File: src/rtl/parking_pkg.sv
// Shared types, 7-segment glyphs and BCD helpers for the parking-lot occupancy block.
package parking_pkg;

  typedef enum logic [2:0] {
    IDLE,
    EN1,
    EN2,
    EN3,
    EX1,
    EX2,
    EX3,
    WAIT_CLR
  } lane_state_t;

  localparam logic [6:0] SEG_0   = 7'b1000000;
  localparam logic [6:0] SEG_1   = 7'b1111001;
  localparam logic [6:0] SEG_2   = 7'b0100100;
  localparam logic [6:0] SEG_3   = 7'b0110000;
  localparam logic [6:0] SEG_4   = 7'b0011001;
  localparam logic [6:0] SEG_5   = 7'b0010010;
  localparam logic [6:0] SEG_6   = 7'b0000010;
  localparam logic [6:0] SEG_7   = 7'b1111000;
  localparam logic [6:0] SEG_8   = 7'b0000000;
  localparam logic [6:0] SEG_9   = 7'b0010000;
  localparam logic [6:0] SEG_OFF = 7'b1111111;

  // Double-dabble into eight BCD digits; digits above the display width are ignored by callers.
  function automatic logic [31:0] bin2bcd(input logic [31:0] bin);
    logic [31:0] bcd;
    bcd = '0;
    for (int i = 31; i >= 0; i--) begin
      for (int d = 0; d < 8; d++) begin
        if (bcd[d*4 +: 4] >= 4'd5) bcd[d*4 +: 4] = bcd[d*4 +: 4] + 4'd3;
      end
      bcd = {bcd[30:0], bin[i]};
    end
    return bcd;
  endfunction

  function automatic logic [6:0] seg_decode(input logic [3:0] digit);
    case (digit)
      4'd0:    return SEG_0;
      4'd1:    return SEG_1;
      4'd2:    return SEG_2;
      4'd3:    return SEG_3;
      4'd4:    return SEG_4;
      4'd5:    return SEG_5;
      4'd6:    return SEG_6;
      4'd7:    return SEG_7;
      4'd8:    return SEG_8;
      4'd9:    return SEG_9;
      default: return SEG_OFF;
    endcase
  endfunction

endpackage

File: src/rtl/parking_lot_counter_lane.sv
// One entry/exit lane: synchronises and debounces the sensor pair, then tracks the
// vehicle direction and emits a single-cycle pulse per completed pass.
module lane_fsm
  import parking_pkg::*;
#(
  parameter int DEBOUNCE = 4
) (
  input  logic clk,
  input  logic btnC,
  input  logic s1_raw,
  input  logic s2_raw,
  output logic enter_pulse,
  output logic exit_pulse
);

  localparam int DW = $clog2(DEBOUNCE + 1);

  // Bit 1 carries S1 (outer), bit 0 carries S2 (inner).
  logic [1:0]    meta;
  logic [1:0]    sync;
  logic [1:0]    filt;
  logic [DW-1:0] db_cnt [2];
  lane_state_t   state;

  always_ff @(posedge clk) begin
    if (btnC) begin
      meta      <= '0;
      sync      <= '0;
      filt      <= '0;
      db_cnt[0] <= '0;
      db_cnt[1] <= '0;
    end else begin
      meta <= {s1_raw, s2_raw};
      sync <= meta;
      for (int i = 0; i < 2; i++) begin
        if (sync[i] == filt[i]) begin
          db_cnt[i] <= '0;
        end else if (db_cnt[i] == DW'(DEBOUNCE - 1)) begin
          filt[i]   <= sync[i];
          db_cnt[i] <= '0;
        end else begin
          db_cnt[i] <= db_cnt[i] + DW'(1);
        end
      end
    end
  end

  always_ff @(posedge clk) begin
    if (btnC) begin
      state       <= IDLE;
      enter_pulse <= 1'b0;
      exit_pulse  <= 1'b0;
    end else begin
      enter_pulse <= 1'b0;
      exit_pulse  <= 1'b0;
      case (state)
        IDLE:
          case (filt)
            2'b10:   state <= EN1;
            2'b01:   state <= EX1;
            2'b11:   state <= WAIT_CLR;
            default: state <= IDLE;
          endcase
        EN1:
          case (filt)
            2'b11:   state <= EN2;
            2'b00:   state <= IDLE;
            2'b01:   state <= WAIT_CLR;
            default: state <= EN1;
          endcase
        EN2:
          case (filt)
            2'b01:   state <= EN3;
            2'b10:   state <= EN1;
            2'b00:   state <= IDLE;
            default: state <= EN2;
          endcase
        EN3:
          case (filt)
            2'b00: begin
              state       <= IDLE;
              enter_pulse <= 1'b1;
            end
            2'b11:   state <= EN2;
            2'b10:   state <= WAIT_CLR;
            default: state <= EN3;
          endcase
        EX1:
          case (filt)
            2'b11:   state <= EX2;
            2'b00:   state <= IDLE;
            2'b10:   state <= WAIT_CLR;
            default: state <= EX1;
          endcase
        EX2:
          case (filt)
            2'b10:   state <= EX3;
            2'b01:   state <= EX1;
            2'b00:   state <= IDLE;
            default: state <= EX2;
          endcase
        EX3:
          case (filt)
            2'b00: begin
              state      <= IDLE;
              exit_pulse <= 1'b1;
            end
            2'b11:   state <= EX2;
            2'b01:   state <= WAIT_CLR;
            default: state <= EX3;
          endcase
        WAIT_CLR:
          if (filt == 2'b00) state <= IDLE;
        default: state <= IDLE;
      endcase
    end
  end

endmodule

File: src/rtl/parking_lot_counter.sv
// Top-level occupancy block: merges per-lane events into a clamped count and drives
// full/empty flags plus a multiplexed active-low 7-segment display.
module parking_lot_counter
  import parking_pkg::*;
#(
  parameter int NUM_LANES   = 2,
  parameter int CAPACITY    = 99,
  parameter int DIGITS      = 2,
  parameter int DEBOUNCE    = 4,
  parameter int REFRESH_DIV = 1000,
  parameter int CW          = $clog2(CAPACITY + 1)
) (
  input  logic                 clk,
  input  logic                 btnC,
  input  logic [NUM_LANES-1:0] S1,
  input  logic [NUM_LANES-1:0] S2,
  output logic [6:0]           seg,
  output logic [7:0]           an,
  output logic [NUM_LANES-1:0] entering,
  output logic [NUM_LANES-1:0] exiting,
  output logic [CW-1:0]        count,
  output logic                 full,
  output logic                 empty
);

  localparam int SW = CW + 4;
  localparam int RW = (REFRESH_DIV > 1) ? $clog2(REFRESH_DIV) : 1;
  localparam logic signed [SW-1:0] CAP_S = SW'(CAPACITY);

  for (genvar i = 0; i < NUM_LANES; i++) begin : g_lane
    lane_fsm #(.DEBOUNCE(DEBOUNCE)) u_lane (
      .clk        (clk),
      .btnC       (btnC),
      .s1_raw     (S1[i]),
      .s2_raw     (S2[i]),
      .enter_pulse(entering[i]),
      .exit_pulse (exiting[i])
    );
  end

  logic signed [SW-1:0] n_ent;
  logic signed [SW-1:0] n_ext;
  logic signed [SW-1:0] delta;
  logic signed [SW-1:0] next_sum;

  // Simultaneous events net out before clamping, so a full lot with 2 in / 1 out stays full.
  always_comb begin
    n_ent = '0;
    n_ext = '0;
    for (int i = 0; i < NUM_LANES; i++) begin
      n_ent = n_ent + SW'(entering[i]);
      n_ext = n_ext + SW'(exiting[i]);
    end
    delta    = n_ent - n_ext;
    next_sum = $signed({4'b0000, count}) + delta;
  end

  always_ff @(posedge clk) begin
    if (btnC) begin
      count <= '0;
    end else if (next_sum[SW-1]) begin
      count <= '0;
    end else if (next_sum > CAP_S) begin
      count <= CW'(CAPACITY);
    end else begin
      count <= next_sum[CW-1:0];
    end
  end

  assign full  = (count == CW'(CAPACITY));
  assign empty = (count == '0);

  logic [RW-1:0] refresh_cnt;
  logic [2:0]    digit_idx;
  logic [31:0]   bcd;
  logic [3:0]    digit;

  always_ff @(posedge clk) begin
    if (btnC) begin
      refresh_cnt <= '0;
      digit_idx   <= '0;
    end else if (refresh_cnt == RW'(REFRESH_DIV - 1)) begin
      refresh_cnt <= '0;
      digit_idx   <= (digit_idx == 3'(DIGITS - 1)) ? 3'd0 : digit_idx + 3'd1;
    end else begin
      refresh_cnt <= refresh_cnt + RW'(1);
    end
  end

  always_comb begin
    bcd            = bin2bcd(32'(count));
    digit          = bcd[{digit_idx, 2'b00} +: 4];
    seg            = seg_decode(digit);
    an             = 8'hFF;
    an[digit_idx]  = 1'b0;
  end

endmodule

File: config.mk
export PLATFORM = sky130hd
export DESIGN_NAME = parking_lot_counter
export DESIGN_NICKNAME = d
export VERILOG_FILES = /design/src/rtl/parking_pkg.sv /design/src/rtl/parking_lot_counter_lane.sv /design/src/rtl/parking_lot_counter.sv
export SDC_FILE = /design/constraint.sdc
export NUM_CORES = 1
export LEC_CHECK = 0
export CORE_MARGIN = 10
export CORE_UTILIZATION = 30
export DETAILED_ROUTE_END_ITERATION = 7
export DONT_BUFFER_PORTS = 1
export HOLD_SLACK_MARGIN = 0.06
export PLACE_DENSITY = 0.43
export RECOVER_POWER = 100
export SLEW_MARGIN = 10
export SYNTH_ARGS = -nofsm -noshare
export SYNTH_HDL_FRONTEND = slang
export SYNTH_SLANG_ARGS = --single-unit
File: constraint.sdc
create_clock -name clk -period 5.7 [get_ports clk]
set_input_delay 0.57 -clock clk [delete_from_list [all_inputs] [get_ports clk]]
set_output_delay 0.57 -clock clk [all_outputs]
set_load 0.005 [all_outputs]
==> results.yml <==
outcome:
  status: "completed"
synthesis:
  ys_warn_count: 0
  synth_seq_area_share_pct: 30.1
  yosys.area.top_type_share_pct: 21.1
  synthTopCellsByArea: "dfxtp_1, ha_1, edfxtp_1, nor2_1, mux2i_1"
  syn_inst: 460
  synth.largest_area_cell: "dfxtp_1"
  synth_edf_count: 12
  syn_area_sq_um: 3990
  ys_ff_latch: 54
  syn_avg_cell_area_sq_um: 8.68
  synth_cell_types: 70
  synthArstFlopShare_pct: 0
  synth_flop_cell: "dfxtp_1"
finish:
  fillers: 1396
  regArea_sq_um: 1200
  final_cell_mix: "nor2_1, ha_1, dfxtp_1"
  drive_above_1_share_pct: 6.45
  area_growth_pct: 9.47
  final_common_cell: "nor2_1"
  nets: 520
  final_core_util_pct: 33.3
  num_antenna_cells: 0
  multiInputGateArea_sq_um: 2600
job:
  drv_cap: 0
global_routing:
  gr-usage-all-layers_pct: 9.50
  grt_pass1_vias: 3027
  antenna_found_initial: 0
  grt_pass1_wl_mm: 14.5
  grt_max_degree: 34
  overflow: 0
worst_setup_path:
  regToRegStartpoint: "g_lane[1].u_lane.enter_pulse"
  ff2ff_path_depth: 14
  worstPathRequired_ns: 5.13
  crit_cells: 24
  r2r_slack_ns: 2.26
  critical_path.top_delay_family: "compound AO/OA/AOI/OAI gates"
  start_kind: "flop"
  crit_path_end_kind: "output pin"
  critical-path-slowest-cell: "or4_1"
  path_max_fanout: 7
  path_buf_inv: 6
  arrival_ns: 4.69
  slowest_delay_ns: 0.48
  timing.rr.end: "count[1]"
  crit_top_cell: "inv_1"
  cp_cell_sequence: "inv_1, ha_2, o21ai_1, xnor2_2, ha_1, nand2b_1, a32oi_4, xnor2_1, inv_2, ha_2, inv_1, nor2_2, buf_4, nor3b_4, or4_1, o311ai_1, o211a_1, nor2_1, inv_1, ha_1, inv_1, a211o_1, o31ai_1, a2bb2oi_1"
  crit_type: "reg -> out"
sta:
  fin_setup_tns_ns: 0
  slew_headroom_pct: 20.9
  finalMaxSlewViolations: 0
  setup_viol: 0
  hold_viol_final: 0
  fin_crit_ns: 5.26
  rsz0062_at_grt: "no"
  fin_skew_ns: 0.00362
  period_share_pct: 92.3
  tightest_slew_ns: 1.18
  max_freq_mhz: 190
floorplanning:
  row_count: 42
  die_h_um: 135
  dieArea_sq_um: 18300
  initial_utilization_pct: 30.4
  core-area_sq_um: 13100
  io_pins: 34
  die_width_um: 135
routing:
  via_count: 3096
  ant_nets: 0
  routed_wl_mm: 8.54
  remaining_drc_errors: 0
  drt-initial-drc-count: 161
  vias_per_cell: 4.83
  post_drt_wl_per_cell_um: 13.3
  first_pass_iters: 4
pwr:
  p_per_area_nw_per_um2: 164
  leakage_nw: 1.81
  irDropWorstVdd_uv: 105
placed_design:
  port_buffers: 0
  gp_congestion: 0.862
  hpwl_mm: 6.63
clocking:
  cts_tree: "done"
  cts_buffers: 5
  clock_latency_ns: 0.29
  path_clk_slew_ns: 0.07
  cts_root_buf: "clkbuf_16"
  postCtsHoldBufs: 0
  clock_path_buffers: 2
  clkSinkCount: 54
  cts-htree-levels: 2
worst_hold_path:
  min_from: "btnC"
  worstHoldPathCells: 1
  hp-class: "in -> reg"
  min_to: "g_lane[0].u_lane.meta[1]"
where the power goes:
part           switching, mW  internal [mW]  leakage (nW)
logic                 0.0102        0.00891          1.28
clock network          0.131          0.164        0.0652
registers            0.00453          0.399         0.464
layout make-up:
cell class | count | share of cell area [%]
repair buffers | 9 | 1.37
clock buffers | 8 | 3.12
inverters | 41 | 3.52
well taps | 176 | 5.04
multi-input cells | 353 | 59.5
flip-flops and latches | 54 | 27.5
synthesized netlist by cell type, types with 11 or more instances:
cell type  count
nor2_1        55
ha_1          48
xnor2_1       17
clkbuf_1      13
mux2i_1       15
nor2b_1       11
nand3_1       11
inv_1         39
nand2_1       29
a21oi_1       22
dfxtp_1       42
edfxtp_1      12
worst max path at each step:
| stage | from | end | slack (ns) |
|---|---|---|---|
| after detailed placement | count[5] | seg[6] | 0.12 |
| after floorplan | count[5] | seg[3] | 0.37 |
| after global routing | count[5] | seg[6] | 0.04 |
| after CTS | count[5] | seg[6] | 0.07 |
| after global placement | count[5] | seg[6] | 0.32 |
| final | count[5] | seg[6] | 0.44 |
through the flow:
step	area (sq um)	hold slack (ns)	setup slack, ns	instances	total power [mW]
after floorplan	4030	0.413	0.372	471	0.431
after global placement	4200	0.423	0.317	632	0.431
after detailed placement	4200	0.424	0.118	632	0.432
after CTS	4350	0.336	0.0727	640	0.734
after global routing	4370	0.333	0.0375	641	0.754
final	4370	0.346	0.438	641	0.718
per-layer routing:
metal  vias to the layer above  routed length [um]  global-route usage [%]
met5                         -                   0                       0
met4                         0                 143                    3.17
met3                         9                 274                    1.89
met2                        38                4120                    16.4
met1                      1437                4000                    11.5
li1                       1612                   -                       -
state kept, by name (all words and copies together) (netlist names):
| register | count |
|---|---|
| digit_idx | 3 |
| g_lane.u_lane.exit_pulse | 2 |
| refresh_cnt | 10 |
| g_lane.u_lane.filt | 4 |
| g_lane.u_lane.enter_pulse | 2 |
| g_lane.u_lane.sync | 4 |
| g_lane.u_lane.meta | 4 |
| g_lane.u_lane.db_cnt | 12 |
| count | 7 |
| g_lane.u_lane.state | 6 |
worst reg2reg max path, cell delays in order, from the launching register on:
cell and delay, ns:
dfxtp_1 0.35, inv_1 0.06, fa_1 0.47, inv_1 0.04, ha_1 0.28, ha_1 0.21
fa_1 0.41, a21o_1 0.18, a21oi_1 0.22, o21bai_1 0.09, a21o_1 0.21, a21oi_1 0.19
xnor2_1 0.08, nor2_1 0.34, a21boi_0 0.24
logic make-up after synthesis:
kind of cell	share of synthesized area, %
fa+ha+maj	16.1
buf+inv	6.68
simple gates	20.0
xor+xnor	5.05
compound gates	17.0
other cells	0.0940
mux	5.05
flops	30.1
timing repair:
item                                    CTS  global route
pin swaps                                 0             1
endpoints found under the setup margin    2             6
buffers inserted                          0             1
endpoints found under the hold margin     0             0
gates resized for setup                   3             7
(Power assumes the default switching activity.)
